`src/rtl/devil_attack_scheduler.sv`:
```
// Arbitrates software and snoop attack requests into a small FIFO and launches them
// one at a time on the attack engine: trigger, wait for end (or timeout), release, re-arm.
module devil_attack_scheduler #(
    parameter int          C_ACE_ADDR_WIDTH = 44,
    parameter int          FIFO_DEPTH       = 4,
    parameter int          TIMEOUT_W        = 16,
    parameter logic [3:0]  C_FUNC_ADL       = 4'h1,
    parameter logic [3:0]  C_FUNC_ADT       = 4'h2
) (
    input  logic                          ace_aclk,
    input  logic                          ace_areset,
    input  logic                          i_en,
    input  logic                          i_sw_req_valid,
    output logic                          o_sw_req_ready,
    input  logic [3:0]                    i_sw_func,
    input  logic [C_ACE_ADDR_WIDTH-1:0]   i_sw_addr,
    input  logic                          i_snp_req_valid,
    output logic                          o_snp_req_ready,
    input  logic [3:0]                    i_snp_func,
    input  logic [C_ACE_ADDR_WIDTH-1:0]   i_snp_addr,
    input  logic                          i_end,
    input  logic                          i_busy,
    input  logic [TIMEOUT_W-1:0]          i_timeout_cycles,
    output logic                          o_trigger_active,
    output logic [3:0]                    o_func,
    output logic [C_ACE_ADDR_WIDTH-1:0]   o_addr,
    output logic                          o_internal_adl_en,
    output logic                          o_internal_adt_en,
    output logic                          o_done_valid,
    output logic                          o_done_src,
    output logic                          o_done_timeout,
    output logic [$clog2(FIFO_DEPTH):0]   o_fifo_level,
    output logic [TIMEOUT_W-1:0]          o_timeout_cnt,
    output logic [2:0]                    o_state
);

    localparam int PTR_W = $clog2(FIFO_DEPTH);
    localparam int LVL_W = PTR_W + 1;
    localparam int ENT_W = 1 + 4 + C_ACE_ADDR_WIDTH;
    localparam logic [LVL_W-1:0] LVL_FULL = LVL_W'(FIFO_DEPTH);

    typedef enum logic [2:0] {
        S_IDLE      = 3'd0,
        S_LAUNCH    = 3'd1,
        S_WAIT_END  = 3'd2,
        S_RELEASE   = 3'd3,
        S_WAIT_IDLE = 3'd4
    } state_t;

    // Valid/ready: a request is transferred on a clock edge where valid and ready are both
    // high; ready depends only on enable, FIFO level, both valids and the rr pointer.
    state_t                  r_state;
    state_t                  w_state_nxt;
    logic [ENT_W-1:0]        r_mem [FIFO_DEPTH];
    logic [PTR_W-1:0]        r_wr_ptr;
    logic [PTR_W-1:0]        r_rd_ptr;
    logic [LVL_W-1:0]        r_level;
    logic                    r_rr_snp;
    logic                    r_src_q;
    logic [3:0]              r_func;
    logic [C_ACE_ADDR_WIDTH-1:0] r_addr;
    logic                    r_trigger;
    logic                    r_done_valid;
    logic                    r_done_src;
    logic                    r_done_timeout;
    logic [TIMEOUT_W-1:0]    r_timer;
    logic [TIMEOUT_W-1:0]    r_timeout_cnt;

    logic                    w_both;
    logic                    w_grant_sw;
    logic                    w_grant_snp;
    logic                    w_can_push;
    logic                    w_push;
    logic                    w_pop;
    logic [ENT_W-1:0]        w_push_data;
    logic [ENT_W-1:0]        w_head;
    logic                    w_tmo_expired;
    logic                    w_timeout_hit;

    assign w_both      = i_sw_req_valid && i_snp_req_valid;
    assign w_grant_sw  = i_sw_req_valid  && (!i_snp_req_valid || !r_rr_snp);
    assign w_grant_snp = i_snp_req_valid && (!i_sw_req_valid  ||  r_rr_snp);
    assign w_can_push  = i_en && (r_level < LVL_FULL);

    assign o_sw_req_ready  = w_can_push && w_grant_sw;
    assign o_snp_req_ready = w_can_push && w_grant_snp;

    assign w_push      = o_sw_req_ready || o_snp_req_ready;
    assign w_push_data = w_grant_snp ? {1'b1, i_snp_func, i_snp_addr}
                                     : {1'b0, i_sw_func,  i_sw_addr};
    assign w_head      = r_mem[r_rd_ptr];

    // Pop only when the engine is fully re-armed; pop never feeds back into ready.
    assign w_pop = (r_state == S_IDLE) && i_en && (r_level != '0) && !i_busy && !i_end;

    assign w_tmo_expired = (i_timeout_cycles != '0) &&
                           (r_timer == (i_timeout_cycles - TIMEOUT_W'(1)));

    always_comb begin
        w_state_nxt   = r_state;
        w_timeout_hit = 1'b0;
        case (r_state)
            S_IDLE: begin
                if (w_pop) w_state_nxt = S_LAUNCH;
            end
            S_LAUNCH: begin
                w_state_nxt = S_WAIT_END;
            end
            S_WAIT_END: begin
                if (i_end) begin
                    w_state_nxt = S_RELEASE;
                end else if (w_tmo_expired) begin
                    w_state_nxt   = S_RELEASE;
                    w_timeout_hit = 1'b1;
                end
            end
            S_RELEASE: begin
                w_state_nxt = S_WAIT_IDLE;
            end
            S_WAIT_IDLE: begin
                if (!i_busy && !i_end) w_state_nxt = S_IDLE;
            end
            default: begin
                w_state_nxt = S_IDLE;
            end
        endcase
    end

    // FIFO storage carries no reset; occupancy is tracked by the pointers and level.
    always_ff @(posedge ace_aclk) begin
        if (w_push) r_mem[r_wr_ptr] <= w_push_data;
    end

    always_ff @(posedge ace_aclk or posedge ace_areset) begin
        if (ace_areset) begin
            r_state        <= S_IDLE;
            r_wr_ptr       <= '0;
            r_rd_ptr       <= '0;
            r_level        <= '0;
            r_rr_snp       <= 1'b0;
            r_src_q        <= 1'b0;
            r_func         <= '0;
            r_addr         <= '0;
            r_trigger      <= 1'b0;
            r_done_valid   <= 1'b0;
            r_done_src     <= 1'b0;
            r_done_timeout <= 1'b0;
            r_timer        <= '0;
            r_timeout_cnt  <= '0;
        end else begin
            r_state <= w_state_nxt;

            if (w_push) r_wr_ptr <= r_wr_ptr + PTR_W'(1);
            if (w_pop)  r_rd_ptr <= r_rd_ptr + PTR_W'(1);
            if (w_push && !w_pop)      r_level <= r_level + LVL_W'(1);
            else if (!w_push && w_pop) r_level <= r_level - LVL_W'(1);

            if (w_push && w_both) r_rr_snp <= ~r_rr_snp;

            if (w_pop) begin
                r_src_q <= w_head[ENT_W-1];
                r_func  <= w_head[C_ACE_ADDR_WIDTH +: 4];
                r_addr  <= w_head[C_ACE_ADDR_WIDTH-1:0];
            end

            r_trigger    <= (w_state_nxt == S_LAUNCH) || (w_state_nxt == S_WAIT_END);
            r_done_valid <= (w_state_nxt == S_RELEASE);
            if (w_state_nxt == S_RELEASE) begin
                r_done_src     <= r_src_q;
                r_done_timeout <= w_timeout_hit;
            end

            if (r_state == S_LAUNCH)        r_timer <= '0;
            else if (r_state == S_WAIT_END) r_timer <= r_timer + TIMEOUT_W'(1);

            if (w_timeout_hit && (r_timeout_cnt != '1))
                r_timeout_cnt <= r_timeout_cnt + TIMEOUT_W'(1);
        end
    end

    assign o_trigger_active  = r_trigger;
    assign o_func            = r_func;
    assign o_addr            = r_addr;
    assign o_internal_adl_en = r_trigger && (r_func == C_FUNC_ADL);
    assign o_internal_adt_en = r_trigger && (r_func == C_FUNC_ADT);
    assign o_done_valid      = r_done_valid;
    assign o_done_src        = r_done_src;
    assign o_done_timeout    = r_done_timeout;
    assign o_fifo_level      = r_level;
    assign o_timeout_cnt     = r_timeout_cnt;
    assign o_state           = r_state;

endmodule

```
`config.mk`:
```
export PLATFORM = sky130hd
export DESIGN_NAME = devil_attack_scheduler
export DESIGN_NICKNAME = d
export VERILOG_FILES = /design/src/rtl/devil_attack_scheduler.sv
export SDC_FILE = /design/constraint.sdc
export NUM_CORES = 1
export LEC_CHECK = 0
export CAP_MARGIN = 25
export CORE_MARGIN = 4
export CORE_UTILIZATION = 39
export CTS_CLUSTER_SIZE = 14
export DETAILED_ROUTE_END_ITERATION = 12
export RECOVER_POWER = 50
export SYNTH_ARGS = -nofsm -noshare
export SYNTH_HDL_FRONTEND = slang
export SYNTH_SLANG_ARGS = --single-unit
export TNS_END_PERCENT = 100
```
`constraint.sdc`:
```
create_clock -name ace_aclk -period 3.57 [get_ports ace_aclk]
set_input_delay 0.5355 -clock ace_aclk [delete_from_list [all_inputs] [get_ports ace_aclk]]
set_output_delay 0.5355 -clock ace_aclk [all_outputs]
set_load 0.02 [all_outputs]
```
Word level (Yosys, flattened, before mapping)
Memories as Yosys holds them, arrays and structs flattened. A register that Yosys moved wholly into a read port is not among the register bits.
Cells that the tools add are included.
{ "op_classes": {"n_reduce_logical": 34, "bitwise": 1, "n_eq_ne": 11, "order_cmp": 1, "muxes": 15, "addsub": 7} }
{ "op_table": {"columns": ["operator", "count"], "rows": [
  ["$mux W49", 1],
  ["$add A16 B1 Y16 const B", 2],
  ["$mux W16", 2],
  ["$logic_and A1 B1 Y1", 18],
  ["$mux W3", 6],
  ["$eq A16 B16 Y1", 1],
  ["$ne A16 B16 Y1 const B", 1],
  ["$reduce_bool A16 Y1", 1],
  ["$sub A16 B1 Y16 const B", 1],
  ["$pmux W3 S5", 1],
  ["$eq A3 B2 Y1 const B", 4],
  ["$logic_not A1 Y1", 7],
  ["$eq A3 B1 Y1 const B", 2],
  ["$mux W1", 5],
  ["$add A2 B1 Y2 const B", 2],
  ["$eq A4 B1 Y1 const B", 1],
  ["$eq A4 B2 Y1 const B", 1],
  ["$logic_or A1 B1 Y1", 4],
  ["$reduce_bool A2 Y1", 2],
  ["$add A3 B1 Y3 const B", 1],
  ["$eq A3 B3 Y1 const B", 1],
  ["$logic_not A3 Y1", 1],
  ["$lt A3 B3 Y1 const B", 1],
  ["$reduce_bool A3 Y1", 1],
  ["2 further kinds", 2]
]} }
{ "totals": {"ram_bits": 196, "reg_bits": 47, "inputBits": 119, "memories": 1, "output_inout_bits": 78} }
{ "memory_table": {"columns": ["memory", "depth", "word_bits", "read_ports", "rd_ports_with_merged_regs", "write_ports", "line", "text"], "rows": [
  ["r_mem", 4, 49, 1, 1, 1, "54", "logic [ENT_W-1:0] r_mem [FIFO_DEPTH];"]
]} }

Longest topological paths before layout
{ "depth": {"depth_word": 9, "mapped_depth": 11, "depth_no_buf": 11} }

Worst setup path after synthesis
No wires, ideal clock.
{ "synth_timing": {"path_kind": "input to register", "startpoint": "in i_en", "endpoint": "mem r_mem[0][0] (netlist name) (enable)", "setup_slack_ns": -0.480, "path_buffers": 0, "required_ns": 3.108, "path_stages": 5, "arrival_time_ns": 3.588, "setup_ns": 0.462, "cell_sequence": "nor2b_1 -> nand2_1 -> a21oi_1 -> nor2_1 -> nor2b_1"} }
{ "synth_via": {"elab_chain_len": 5, "elab_cells_between_ends": 6, "classes_between": "2 x mux; 4 x reduce/logical"} }
{ "synth_rtl": {"columns": ["item", "line", "text"], "rows": [
  ["start: declaration", "12", "input logic i_en,"],
  ["$logic_and A1 B1 Y1", "83", "assign w_can_push = i_en && (r_level < LVL_FULL);"],
  ["$logic_and A1 B1 Y1", "85", "assign o_sw_req_ready = w_can_push && w_grant_sw;"],
  ["via o_sw_req_ready", "14", "output logic o_sw_req_ready,"],
  ["$logic_or A1 B1 Y1", "88", "assign w_push = o_sw_req_ready || o_snp_req_ready;"],
  ["$mux W1", "131", "if (w_push) r_mem[r_wr_ptr] <= w_push_data;"],
  ["$mux W1 (not written as such)", "131", null],
  ["end: declaration", "54", null]
]} }
The timed path passes the listed nets, and every way through them passes these cells.

Worst setup path after layout
{ "layout_timing": {"startpoint": "in i_en", "endpoint": "out o_sw_req_ready"} }
{ "layout_via": {"elab_chain_len": 2} }
{ "layout_rtl": {"columns": ["item", "line"], "rows": [
  ["$logic_and A1 B1 Y1", "83"],
  ["$logic_and A1 B1 Y1", "85"],
  ["end: declaration", "14"]
]} }
No other way between the ends.

==> impl_metrics.toml <==
[outcome]
status = "finished, violations left"
violations = "max-capacitance violations, max-slew violations"

[layout]
nNetsFinal = 1166
syn_to_final_growth_pct = 29.8
layout.cells.non_filler = 1459
drive_above_1_share = 0.181
diodes = 0
filler_cell_count = 2569
stdcell_area_um2 = 15900

[worst_setup_path]
max_stage_delay_ns = 0.65
r2r_setup_slack_ns = 0.97
path_class = "in -> out"
worst_path_max_delay_cell = "clkdlybuf4s50_1"
crit_path_start_kind = "input port"
worstPathCellList = "clkdlybuf4s50_1 -> nor2b_1 -> clkbuf_1 -> nand2_1 -> a21oi_1 -> clkdlybuf4s50_1"
worst_ep_required_time_ns = 3.03
end_kind = "output port"
worstPathArrival_ns = 2.41
path_max_fanout = 3
crit_top_cell = "clkdlybuf4s50_1"

[synth]
yosys_warnings = 0
synth_area_leader_cell = "edfxtp_1"
syn_area_um2 = 12300
synth_seq_cells = 292
synthArstFlopShare = 0.329
synth_common_cells = "196 x edfxtp_1, 163 x nand2_1, 96 x dfrtp_1"
yosysMostFrequentCell = "edfxtp_1"
syn_nets = 943
synth_sequential_area_ratio = 0.675
synth_area_per_cell_um2 = 15.1
synth_cells = 815
synth_cell_types = 45
synth_edf_count = 196
ys_top_cells_by_area = "edfxtp_1 48%, dfrtp_1 20%, mux4_2 9.0%"
synth_top_area_share = 0.479
synthFlopType = "edfxtp_1"

[placed_design]
placed_cells = 1401
port_buffers = 196
dp_hpwl_mm = 17.7
placed_area_um2 = 14900
gp_congestion = 0.760

[drt]
vias = 7321
ant_nets = 0
wl_per_cell_um = 18.3
drc = 0
drt-initial-drc-count = 331
routed_wl_mm = 26.6
via_per_inst = 5.02
first_pass_iters = 4

[floorplanning]
die_area_um2 = 34400
ios = 197
start_util = 0.398
std_cell_rows = 64
die_w_um = 185
fp.dieH_um = 185
core_area_um2 = 30800

[sta]
max_slew_margin = -0.116
setup_viol = 0
max_freq_ghz = 0.339
slew_viol_final = 75
final-hold-violation-count = 0
rsz0062_at_grt = "false"
min_period_ns = 2.95
fin_crit_sh = 0.826
tns_ns = 0
tightest_slew_ns = 1.67
fin_worst_skew_ns = 0.0208

[cts]
ctsHoldBuffers = 0
cts_resized = 0
clk_path_buf_depth = 3
cts-root-buf = "clkbuf_16"
cts_buffers = 31
cts_setup_buffers = 0
cts_max_level = 1
clk_latency_ns = 0.57
clock-sinks = 292
cts_tree = "built"
cts.clk_slew.worst_paths_ns = 0.06

[pwr]
cellLeakagePower_nw = 6.01
power_density_nw_per_um2 = 720
finalPower_mw = 11.5
vdd_drop_max_mv = 0.407

[job]
maxCapViolations = 2

[global_route]
antenna_found_initial = 0
grt_first_pass_wirelength_mm = 41.6
grt_overflow = 0
grt_max_degree = 56
grt_pass1_vias = 7384
grt_usage = 0.154

[worst_hold_path]
min_path_type = "reg -> reg"
==> stage by stage <==
step	hold WS (ns)	setup slack (ns)	util
finish	0.489	0.621	0.517
global route	0.496	0.339	0.517
CTS	0.297	0.675	0.519
detailed placement	0.480	0.0981	0.484
global placement	0.474	0.192	0.484
floorplan	0.468	-0.480	-
==> final timing paths <==
path,from,to,cells past startpoint
setup / recovery,i_en,o_sw_req_ready,6
max in group asynchronous,ace_areset,o_addr[31],3
setup reg to reg,o_state[2],o_timeout_cnt[5],9
hold / removal,o_timeout_cnt[11],o_timeout_cnt[11],1
hold reg to reg,o_timeout_cnt[11],o_timeout_cnt[11],1
min in group asynchronous,ace_areset,o_addr[9],2
==> routing by layer <==
metal | vias up | part of all wire | GRT usage
met3 | 40 | 0.062 | 0.0322
met4 | 0 | 0.017 | 0.0308
met1 | 3643 | 0.44 | 0.213
met5 | - | 0 | 0
li1 | 3439 | - | -
met2 | 199 | 0.48 | 0.254
==> flip-flops by register name, indices dropped and copies added, names as in the netlist <==
register	flops
o_addr	44
o_done_src	1
o_done_timeout	1
o_done_valid	1
o_fifo_level	3
o_func	4
o_state	3
o_timeout_cnt	16
o_trigger_active	1
r_mem	196
r_rd_ptr	2
r_rr_snp	1
r_src_q	1
r_timer	16
r_wr_ptr	2
==> worst max-delay path: cells and delay by family <==
family          cells  cell delay [ns]
buf+inv             3             1.44
simple gates        2             0.26
compound gates      1             0.17
==> logic make-up after synthesis <==
logic type	count (synthesis)	synth area share
AO/OA/AOI/OAI	25	0.0132
XOR/XNOR	51	0.0364
adder cells (fa/ha/maj)	9	0.00978
buffers and inverters	52	0.0177
flip-flops	292	0.675
multiplexers	103	0.139
AND/OR/NAND/NOR	283	0.109
==> cells in the final DEF (no fill, tap or decap), types with 2 or more instances in the layout <==
cell type / synthesis / layout
a21oi_1: 7 / 7
nand4_1: 13 / 13
nand2_1: 163 / 163
xnor2_1: 20 / 20
bufinv_16: 0 / 4
nor4_1: 4 / 4
clkinv_1: 0 / 7
clkbuf_16: 0 / 31
buf_12: 0 / 5
clkbuf_8: 0 / 5
nand3_1: 13 / 13
edfxtp_1: 196 / 196
or4_1: 2 / 2
nor3_2: 9 / 9
and3_1: 9 / 8
nor2b_4: 0 / 4
nand2b_1: 2 / 2
nor2_1: 31 / 31
clkbuf_1: 26 / 10
o21ai_0: 3 / 4
mux4_2: 49 / 49
ha_1: 8 / 8
clkdlybuf4s50_1: 0 / 176
mux2_2: 54 / 54
nor4b_1: 2 / 2
xor2_1: 31 / 31
or3_1: 5 / 5
a31oi_1: 4 / 4
nor3_1: 8 / 8
inv_1: 17 / 16
dlygate4sd3_1: 0 / 20
clkinvlp_4: 0 / 3
nor2b_1: 9 / 5
and2_1: 3 / 3
nor3b_1: 5 / 5
clkinv_2: 0 / 2
dfrtp_1: 96 / 94
buf_4: 0 / 17
==> final cells by class <==
type / count / area (um2) / area share
Multi-Input combinational cell: 471 / 3810 / 0.239
Sequential cell: 292 / 8290 / 0.520
Timing Repair Buffer: 225 / 2220 / 0.139
Clock buffer: 40 / 860 / 0.0539
Inverter: 17 / 65.1 / 0.00408
Clock inverter: 18 / 208 / 0.0130
Tap cell: 396 / 495 / 0.0311
==> report_power, final <==
| part | internal [mW] | switching [mW] | leakage [nW] | total, mW |
|---|---|---|---|---|
| Sequential | 4.41 | 0.467 | 3.00 | 4.87 |
| Clock | 1.99 | 1.30 | 0.513 | 3.28 |
| Combinational | 1.72 | 1.61 | 2.50 | 3.33 |
| Total | 8.11 | 3.38 | 6.01 | 11.5 |
No activity file was read; power rests on OpenSTA's default activity.
